<file path="config.mk">
export PLATFORM = sky130hd
export DESIGN_NAME = tcp_conn_ctrl
export DESIGN_NICKNAME = d
export VERILOG_FILES = /design/src/rtl/tcp_pkg.sv /design/src/rtl/tcp_retx_timer.sv /design/src/rtl/tcp_conn_ctrl.sv
export SDC_FILE = /design/constraint.sdc
export NUM_CORES = 1
export LEC_CHECK = 0
export CAP_MARGIN = 5
export CORE_AREA = 2 2 187 152
export CTS_BUF_LIST = sky130_fd_sc_hd__clkbuf_4 sky130_fd_sc_hd__clkbuf_8 sky130_fd_sc_hd__clkbuf_16
export DETAILED_ROUTE_END_ITERATION = 16
export DIE_AREA = 0 0 189 154
export GPL_TIMING_DRIVEN = 1
export PLACE_DENSITY = 0.81
export RECOVER_POWER = 50
export SLEW_MARGIN = 20
export SYNTH_ARGS = -nofsm -noshare
export SYNTH_HDL_FRONTEND = slang
export SYNTH_SLANG_ARGS = --single-unit
</file>
<file path="constraint.sdc">
create_clock -name clk -period 10.9 [get_ports clk]
set_input_delay 2.18 -clock clk [delete_from_list [all_inputs] [get_ports clk]]
set_output_delay 2.18 -clock clk [all_outputs]
set_load 0.05 [all_outputs]
</file>
<file path="src/rtl/tcp_pkg.sv">
// tcp_pkg: state encodings, flag bit positions and composite flag constants
// shared by the TCP connection controller and its bench-facing outputs.
package tcp_pkg;

  typedef enum logic [2:0] {
    ST_CLOSED      = 3'd0,
    ST_LISTEN      = 3'd1,
    ST_SYN_RCVD    = 3'd2,
    ST_ESTABLISHED = 3'd3,
    ST_CLOSE_WAIT  = 3'd4,
    ST_LAST_ACK    = 3'd5
  } tcp_state_e;

  // Bit positions inside the {URG,ACK,PSH,RST,SYN,FIN} flag vector
  localparam int unsigned FL_FIN_B = 0;
  localparam int unsigned FL_SYN_B = 1;
  localparam int unsigned FL_RST_B = 2;
  localparam int unsigned FL_PSH_B = 3;
  localparam int unsigned FL_ACK_B = 4;
  localparam int unsigned FL_URG_B = 5;

  localparam logic [5:0] FL_ACK    = 6'b01_0000;
  localparam logic [5:0] FL_SYNACK = 6'b01_0010;
  localparam logic [5:0] FL_FINACK = 6'b01_0001;

endpackage

</file>
<file path="src/rtl/tcp_retx_timer.sv">
// tcp_retx_timer: retransmit interval counter plus retry counter.
// expire_o is combinational so the controller can act on it in the same cycle.
module tcp_retx_timer #(
  parameter logic [23:0] RETX_CYCLES = 24'd1_250_000,
  parameter logic [2:0]  MAX_RETRY   = 3'd3
) (
  input  logic clk,
  input  logic rst,
  input  logic load_i,
  input  logic run_i,
  input  logic retry_clr_i,
  input  logic retry_inc_i,
  output logic expire_o,
  output logic retry_max_o
);

  logic [23:0] cnt_q;
  logic [2:0]  retry_q;

  assign expire_o    = run_i && (cnt_q == RETX_CYCLES - 24'd1);
  assign retry_max_o = (retry_q == MAX_RETRY);

  // Interval counter: restart on load, advance only while running
  always_ff @(posedge clk or posedge rst) begin
    if (rst)         cnt_q <= '0;
    else if (load_i) cnt_q <= '0;
    else if (run_i)  cnt_q <= cnt_q + 24'd1;
  end

  // Retry counter: cleared when a new wait phase begins, bumped per resend
  always_ff @(posedge clk or posedge rst) begin
    if (rst)              retry_q <= '0;
    else if (retry_clr_i) retry_q <= '0;
    else if (retry_inc_i) retry_q <= retry_q + 3'd1;
  end

endmodule

</file>
<file path="src/rtl/tcp_conn_ctrl.sv">
// tcp_conn_ctrl: single-connection passive-open TCP controller. Consumes
// parsed receive segments, tracks rcv_nxt/snd_nxt, flags payload accept/drop
// and issues one control segment at a time over a req/ack handshake.
module tcp_conn_ctrl
  import tcp_pkg::*;
#(
  parameter logic [15:0] LOCAL_PORT  = 16'd80,
  parameter logic [31:0] ISS         = 32'h0000_1000,
  parameter logic [23:0] RETX_CYCLES = 24'd1_250_000,
  parameter logic [2:0]  MAX_RETRY   = 3'd3
) (
  input  logic        clk,
  input  logic        rst,
  input  logic        en_i,
  input  logic        seg_valid_i,
  input  logic [15:0] seg_src_port_i,
  input  logic [15:0] seg_dst_port_i,
  input  logic [31:0] seg_seq_i,
  input  logic [31:0] seg_ack_i,
  input  logic [5:0]  seg_flags_i,
  input  logic [15:0] seg_len_i,
  input  logic        seg_crc_ok_i,
  input  logic        close_req_i,
  output logic        tx_req_o,
  input  logic        tx_ack_i,
  output logic [5:0]  tx_flags_o,
  output logic [31:0] tx_seq_o,
  output logic [31:0] tx_ack_num_o,
  output logic [15:0] tx_dst_port_o,
  output logic        data_accept_o,
  output logic        seg_drop_o,
  output logic [2:0]  state_o
);

  tcp_state_e  state_q, state_d;
  logic [31:0] rcv_q, rcv_d, snd_q, snd_d;
  logic [15:0] rport_q, rport_d;
  logic        tx_req_q, tx_req_d;
  logic [5:0]  tx_flags_q, tx_flags_d;
  logic [31:0] tx_seq_q, tx_seq_d, tx_ackn_q, tx_ackn_d;
  logic [15:0] tx_port_q, tx_port_d;
  logic        acc_q, acc_d, drop_q, drop_d, pend_q, pend_d;

  logic        tmr_load, tmr_run, tmr_exp, retry_max, retx, est_seg;
  logic        seg_bad, seq_ok;
  logic [31:0] seq_adv;
  logic        unused_flags;

  assign unused_flags = ^{seg_flags_i[FL_PSH_B], seg_flags_i[FL_URG_B]};

  // Outstanding tx request blocks new segments so tx fields never change mid-handshake
  assign seg_bad = !seg_crc_ok_i || (seg_dst_port_i != LOCAL_PORT) || tx_req_q ||
                   ((state_q != ST_LISTEN) && (seg_src_port_i != rport_q));
  assign seq_ok  = (seg_seq_i == rcv_q);
  assign seq_adv = rcv_q + {16'd0, seg_len_i} + {31'd0, seg_flags_i[FL_FIN_B]};

  assign tmr_run  = ((state_q == ST_SYN_RCVD) || (state_q == ST_LAST_ACK)) && !tx_req_q;
  assign tmr_load = (state_d != state_q) || retx || (seg_valid_i && tmr_exp);

  tcp_retx_timer #(.RETX_CYCLES(RETX_CYCLES), .MAX_RETRY(MAX_RETRY)) u_timer (
    .clk         (clk),
    .rst         (rst),
    .load_i      (tmr_load),
    .run_i       (tmr_run),
    .retry_clr_i (state_d != state_q),
    .retry_inc_i (retx),
    .expire_o    (tmr_exp),
    .retry_max_o (retry_max)
  );

  // State and datapath registers
  always_ff @(posedge clk or posedge rst) begin
    if (rst) begin
      state_q <= ST_CLOSED;  rcv_q <= '0;  snd_q <= '0;  rport_q <= '0;
      tx_req_q <= 1'b0;  tx_flags_q <= '0;  tx_seq_q <= '0;  tx_ackn_q <= '0;
      tx_port_q <= '0;  acc_q <= 1'b0;  drop_q <= 1'b0;  pend_q <= 1'b0;
    end else begin
      state_q <= state_d;  rcv_q <= rcv_d;  snd_q <= snd_d;  rport_q <= rport_d;
      tx_req_q <= tx_req_d;  tx_flags_q <= tx_flags_d;  tx_seq_q <= tx_seq_d;
      tx_ackn_q <= tx_ackn_d;  tx_port_q <= tx_port_d;
      acc_q <= acc_d;  drop_q <= drop_d;  pend_q <= pend_d;
    end
  end

  // Next-state: connection FSM, sequence tracking and tx request generation
  always_comb begin
    state_d    = state_q;  rcv_d = rcv_q;  snd_d = snd_q;  rport_d = rport_q;
    tx_req_d   = tx_req_q & ~tx_ack_i;
    tx_flags_d = tx_flags_q;  tx_seq_d = tx_seq_q;  tx_ackn_d = tx_ackn_q;
    tx_port_d  = tx_port_q;
    acc_d = 1'b0;  drop_d = 1'b0;  pend_d = pend_q;  retx = 1'b0;  est_seg = 1'b0;
    case (state_q)
      ST_CLOSED: begin
        if (en_i) state_d = ST_LISTEN;
        drop_d = seg_valid_i;
      end
      ST_LISTEN: begin
        if (!en_i) begin
          state_d = ST_CLOSED;
          drop_d  = seg_valid_i;
        end else if (seg_valid_i) begin
          if (!seg_bad && seg_flags_i[FL_SYN_B] && !seg_flags_i[FL_ACK_B] && !seg_flags_i[FL_RST_B]) begin
            state_d = ST_SYN_RCVD;  rport_d = seg_src_port_i;
            rcv_d   = seg_seq_i + 32'd1;  snd_d = ISS;
            tx_req_d = 1'b1;  tx_flags_d = FL_SYNACK;  tx_seq_d = ISS;
            tx_ackn_d = seg_seq_i + 32'd1;  tx_port_d = seg_src_port_i;
          end else drop_d = 1'b1;
        end
      end
      ST_SYN_RCVD: begin
        if (seg_valid_i) begin
          if (seg_bad) drop_d = 1'b1;
          else if (seg_flags_i[FL_RST_B]) state_d = ST_LISTEN;
          else if (seg_flags_i[FL_ACK_B] && (seg_ack_i == ISS + 32'd1) && seq_ok) begin
            snd_d = ISS + 32'd1;  state_d = ST_ESTABLISHED;  est_seg = 1'b1;
          end else drop_d = 1'b1;
        end else if (tmr_exp) begin
          if (retry_max) state_d = ST_LISTEN;
          else begin
            retx = 1'b1;  tx_req_d = 1'b1;  tx_flags_d = FL_SYNACK;
            tx_seq_d = ISS;  tx_ackn_d = rcv_q;
          end
        end
      end
      ST_ESTABLISHED: begin
        if (seg_valid_i) begin
          if (seg_bad) drop_d = 1'b1;
          else est_seg = 1'b1;
        end
      end
      ST_CLOSE_WAIT: begin
        drop_d = seg_valid_i & seg_bad;
        // A close that arrives while tx is busy is parked until the request clears
        if ((close_req_i || pend_q) && !tx_req_q) begin
          state_d = ST_LAST_ACK;  pend_d = 1'b0;  snd_d = snd_q + 32'd1;
          tx_req_d = 1'b1;  tx_flags_d = FL_FINACK;  tx_seq_d = snd_q;  tx_ackn_d = rcv_q;
        end else if (close_req_i) pend_d = 1'b1;
      end
      ST_LAST_ACK: begin
        if (seg_valid_i) begin
          if (!seg_bad && seg_flags_i[FL_ACK_B] && (seg_ack_i == snd_q)) state_d = ST_LISTEN;
          else drop_d = 1'b1;
        end else if (tmr_exp) begin
          if (retry_max) state_d = ST_LISTEN;
          else begin
            retx = 1'b1;  tx_req_d = 1'b1;  tx_flags_d = FL_FINACK;
            tx_seq_d = snd_q - 32'd1;  tx_ackn_d = rcv_q;
          end
        end
      end
      default: state_d = ST_CLOSED;
    endcase
    // Established-state segment handling, shared with the ACK that completes the handshake
    if (est_seg) begin
      if (seg_flags_i[FL_RST_B]) begin
        if (seq_ok) state_d = ST_LISTEN;
        else drop_d = 1'b1;
      end else if (seq_ok) begin
        acc_d = (seg_len_i != 16'd0);
        if (seg_flags_i[FL_FIN_B] || (seg_len_i != 16'd0)) begin
          rcv_d = seq_adv;  tx_req_d = 1'b1;  tx_flags_d = FL_ACK;
          tx_seq_d = snd_d;  tx_ackn_d = seq_adv;
        end
        if (seg_flags_i[FL_FIN_B]) state_d = ST_CLOSE_WAIT;
      end else if (seg_flags_i[FL_FIN_B] || (seg_len_i != 16'd0)) begin
        drop_d = 1'b1;  tx_req_d = 1'b1;  tx_flags_d = FL_ACK;
        tx_seq_d = snd_d;  tx_ackn_d = rcv_q;
      end
    end
  end

  // Outputs come straight from registers
  always_comb begin
    tx_req_o      = tx_req_q;
    tx_flags_o    = tx_flags_q;
    tx_seq_o      = tx_seq_q;
    tx_ack_num_o  = tx_ackn_q;
    tx_dst_port_o = tx_port_q;
    data_accept_o = acc_q;
    seg_drop_o    = drop_q;
    state_o       = state_q;
  end

endmodule

</file>
# After elaboration in Yosys (flattened, before gate mapping)
# Cells that the tools add are included.
[totals]
inputBits = 125
reg_bits = 184
word_cells = 195
[classes]
n_mux = 125
reduce_logical = 33
add_sub_neg = 7
n_eq_ne = 14
bitwise = 3
[op_table]
columns = ["op", "count"]
rows = [
  ["32-bit two-way mux", 41],
  ["32-bit case mux with 3 select lines", 2],
  ["32-bit case mux with 4 select lines", 1],
  ["6-bit two-way mux", 13],
  ["32-bit by 1-bit adder with 32-bit output (second input constant)", 2],
  ["32-bit equality test", 2],
  ["3-bit two-way mux", 20],
  ["24-bit two-way mux", 2],
  ["1-bit two-way mux", 41],
  ["32-bit by 1-bit adder with 32-bit output", 1],
  ["32-bit by 16-bit adder with 32-bit output", 1],
  ["32-bit by 13-bit equality test with 1-bit output (second input constant)", 1],
  ["32-bit by 1-bit subtractor with 32-bit output (second input constant)", 1],
  ["24-bit by 1-bit adder with 24-bit output (second input constant)", 1],
  ["24-bit by 21-bit equality test with 1-bit output (second input constant)", 1],
  ["6-bit case mux with 4 select lines", 1],
  ["3-bit case mux with 6 select lines", 1],
  ["16-bit != test", 1],
  ["16-bit by 7-bit != test with 1-bit output (second input constant)", 1],
  ["16-bit nonzero test", 1],
  ["1-bit logical AND", 12],
  ["3-bit by 2-bit equality test with 1-bit output (second input constant)", 3],
  ["1-bit logical OR", 8],
  ["3-bit equality test (second input constant)", 2],
  ["15 further kinds", 22],
]

# Depth between registers and ports, before layout
[depth]
depth_word = 20
mapped_depth = 12
mapped_depth_nobuf = 12

# By module
# A second synthesis with hierarchy kept.
[hier_totals]
hier_cells = 1643
hier_area_um2 = 13327.8
[by_module_without_submodules]
columns = ["module", "cells_each", "instances", "area_each_um2"]
rows = [
  ["tcp_conn_ctrl", 1492, 1, 11848.9],
  ["tcp_retx_timer", 151, 1, 1478.9],
]

# Worst setup path after synthesis
# OpenSTA, ideal clock, no wires.
[synth_timing]
path_type = "input to register"
from = "input seg_flags_i[0]"
to = "register rcv_q[18]"
setup_slack_ns = 6.022
required_time_ns = 10.758
n_path_buf = 0
path_stages = 12
t_arrival_ns = 4.736
setup_ns = 0.142
path_cell_list = "inv_1 -> fa_1 -> inv_1 -> fa_1 -> a211oi_1 -> o21ai_0 -> a31oi_1 -> a211oi_1 -> a221oi_2 -> nor2_1 -> a311oi_1 -> a211oi_1"
[synth_between]
elab_chain_cells = 5
[synth_lines]
columns = ["element", "line", "rtl"]
rows = [
  ["from (decl)", "tcp_conn_ctrl.sv:20", "input logic [5:0] seg_flags_i,"],
  ["32-bit by 1-bit adder with 32-bit output or 1-bit logical OR (tied branches)", "tcp_conn_ctrl.sv:55, tcp_conn_ctrl.sv:160", ""],
  ["32-bit two-way mux (*)", "tcp_conn_ctrl.sv:160", "if (seg_flags_i[FL_FIN_B] || (seg_len_i != 16'd0)) begin"],
  ["32-bit two-way mux (*)", "tcp_conn_ctrl.sv:158", "end else if (seq_ok) begin"],
  ["32-bit two-way mux (*)", "tcp_conn_ctrl.sv:155", "if (seg_flags_i[FL_RST_B]) begin"],
  ["32-bit two-way mux (*)", "tcp_conn_ctrl.sv:154", "if (est_seg) begin"],
  ["via rcv_d[18]", "tcp_conn_ctrl.sv:36", "logic [31:0] rcv_q, rcv_d, snd_q, snd_d;"],
  ["to (signal assigned)", "tcp_conn_ctrl.sv:78", "state_q <= state_d; rcv_q <= rcv_d; snd_q <= snd_d; rport_q <= rport_d;"],
  ["to (decl)", "tcp_conn_ctrl.sv:36", ""],
]
# The timed path passes the listed nets; every way through them passes the cells marked *.
# A chain may end at the register's enable or synchronous reset.

==> metrics.txt <==
Syn Inst Count=approximately 1,700; PD cells=about 130 nW/um^2; Buf+Inv Stages, Crit Path=3; crit-path max cell delay=2830 ps; Fin. Hold Viols=0; Via density=6.64; remaining antenna violation count=0; H-tree depth=4; final setup vio count=0; Distinct cells, synth=100; first-pass GRT wire length=76,600 um; # hold bufs at CTS=0; CP max FO=roughly 110; hold wc startpoint=tx_flags_o[4]; most frequent cells in the layout=nand2_1, dfrtp_1, nor2_1; register area share after synthesis=33.5%; outcome=finished, violations left; TNS Setup=0 ps; family with the most delay on the worst path=buffers and inverters; Max-slew headroom=-242%; die area=29,100 um^2; final max-slew violation count=187; Avg WL per Cell=around 22 um; Vias=between 10,000 and 15,000; Clock Path Buffers=2; share of layout cells above drive strength 1=5.33%; GRT Overall Usage=33.2%; asr flop ratio synth=100%; core box area=27,100 um^2; most common flop cell mapped by yosys=dfrtp_1; Post-CTS Setup Bufs=0; Worst Setup End Kind=async pin; Crit-path slowest cell=clkinvlp_2; CTS Sinks=~180; die height=154 um; count of filler cells inserted in the layout=about 2,300; CP Cell Sequence=dlygate4sd3_1 > clkinvlp_2 > clkbuf_2; DRT Pass-1 Iters=8; Synth Area in XOR/XNOR=9.48%; number of synthesized flops with an enable pin=0; DRC=0; Leak=7.17 nW; Synth Net Count=1,849; Adder-Cell Fraction of Synth Area=under 10%; CP startpoint kind=input port; dpl hpwl=35,000 um; YS warnings=0; number of global-route vias before repair=about 14,000; Setup Skew=16.7 ps; final instance area=16,600 um^2; failing checks=capacitance limit, slew limit; fin util=61.4%; Tmin final=7220 ps; Total Wirelength=roughly 49,000 um; Critical path origin=rst; Peak supply drop=0.126 mV; Clock transition at path regs=around 80 ps; Synth Area in Compound Gates=between 20% and 30%; starting DRC count in detailed routing=2,168; clock latency on the worst-skew pair=460 ps; Worst Path Required=approximately 11,000 ps; largest net degree at the start of global routing=110; Slew @ Worst Pin=5100 ps; IO Port Bufs=214; Post-CTS Resized=0; period utilisation layout=66.3%; FF-to-FF Start=state_o[0]; Top Ports=approximately 220; CTS tree=done; RSZ-0062 raised after global routing=false; Layout area overhead=20.8%; maximum clock rate=138 MHz; Mapped Avg Cell Area=8.09 um^2; TritonCTS Buffers=17; Layout Nets=1,993; Max-Cap Viols=2; placed cell area=roughly 16,000 um^2; commonest non-fill, non-tap cell in the layout=nand2_1; initial antenna violation count=2; critical path arrival=7400 ps; root buffer cell=clkbuf_16; synthesized flop and latch total=184; post-synthesis mux area share=1.00%; Initial Util=50.8%; synthesized cell area=13,800 um^2; main combinational cell family by area after synthesis=simple AND/OR/NAND/NOR gates; floorplan row count=54; grt ovf=0; HP Class=reg2reg; GPL Wtd Cong=1.01; die width=189 um; WS Path Type=in2async; simple-gate area share of the yosys netlist=27.7%
==> report_power, final <==
group / switching [mW] / leakage [nW] / internal (mW)
Sequential: 0.0588 / 2.53 / 0.709
Clock: 0.327 / 0.283 / 0.307
Combinational: 0.488 / 4.36 / 0.231
==> state kept, by name (all words and copies together), names as in the netlist <==
signal,count
u_timer.retry_q,3
rcv_q,32
data_accept_o,1
seg_drop_o,1
tx_flags_o,6
tx_ack_num_o,32
tx_req_o,1
pend_q,1
snd_q,32
tx_dst_port_o,16
state_o,3
tx_seq_o,32
u_timer.cnt_q,24
==> metal layers <==
metal  global-route usage (%)  share of wire [%]  vias to the layer above
met2                     48.4                 43                     1060
met4                     12.6                3.4                        2
met5                        0              0.018                        -
li1                         -                  -                     6584
met1                     47.5                 41                     6971
met3                     8.06                 13                      145
==> final cells by class <==
type | count | area, um^2 | area share [%]
Clock inverter | 15 | 155 | 0.933
Multi-Input combinational cell | 1363 | 8510 | 51.2
Antenna cell | 1 | 2.50 | 0.0151
Clock buffer | 17 | 425 | 2.56
Timing Repair Buffer | 237 | 2310 | 13.9
Sequential cell | 184 | 4600 | 27.7
Inverter | 42 | 159 | 0.956
Tap cell | 364 | 455 | 2.74
==> synthesized netlist by cell type (26+ instances only) <==
cell type  number  share of area [%]
a21oi_1        89                3.2
a31oi_1        37                1.7
and3_1         26                1.2
clkbuf_1       83                2.3
dfrtp_1       184                 33
inv_1          40                1.1
nand2_1       232                6.3
nand3_1        75                2.7
nand4_1        36                1.6
nor2_1        128                3.5
nor3_1         47                1.7
nor4_1         75                3.4
o21ai_0       109                4.0
xnor2_1        75                4.8
xor2_1         74                4.7
==> logic make-up (layout without fill, tap and decap cells) <==
family | Yosys count | count (layout)
other | 0 | 1
multiplexers | 12 | 12
adder cells (fa/ha/maj) | 23 | 23
XOR/XNOR | 149 | 149
AO/OA/AOI/OAI | 437 | 437
buffers and inverters | 154 | 311
AND/OR/NAND/NOR | 742 | 742
flip-flops | 184 | 184
==> final timing paths <==
kind                                    end  slack, ps  cells past startpoint
min in group asynchronous          tx_req_o       3740                      2
setup / recovery           tx_ack_num_o[25]       3680                      3
setup reg to reg                  snd_q[27]       6680                      8
hold / removal                tx_flags_o[4]        480                      1
hold reg to reg               tx_flags_o[4]        480                      1
max in group clk                  snd_q[27]       4850                      9
==> through the flow <==
step / std cells / total power [mW] / worst slack, ps / hold slack (ps)
2_1_floorplan: 1701 / 1.24 / 3720 / 501
3_3_place_gp: 2190 / 1.47 / 4590 / 466
3_5_place_dp: 2190 / 1.48 / 4510 / 462
4_1_cts: 2222 / 2.10 / 4980 / 484
5_1_grt: 2223 / 2.20 / 2670 / 503
6_report: 2223 / 2.12 / 3680 / 478
Power figures use the tool's default switching activity.
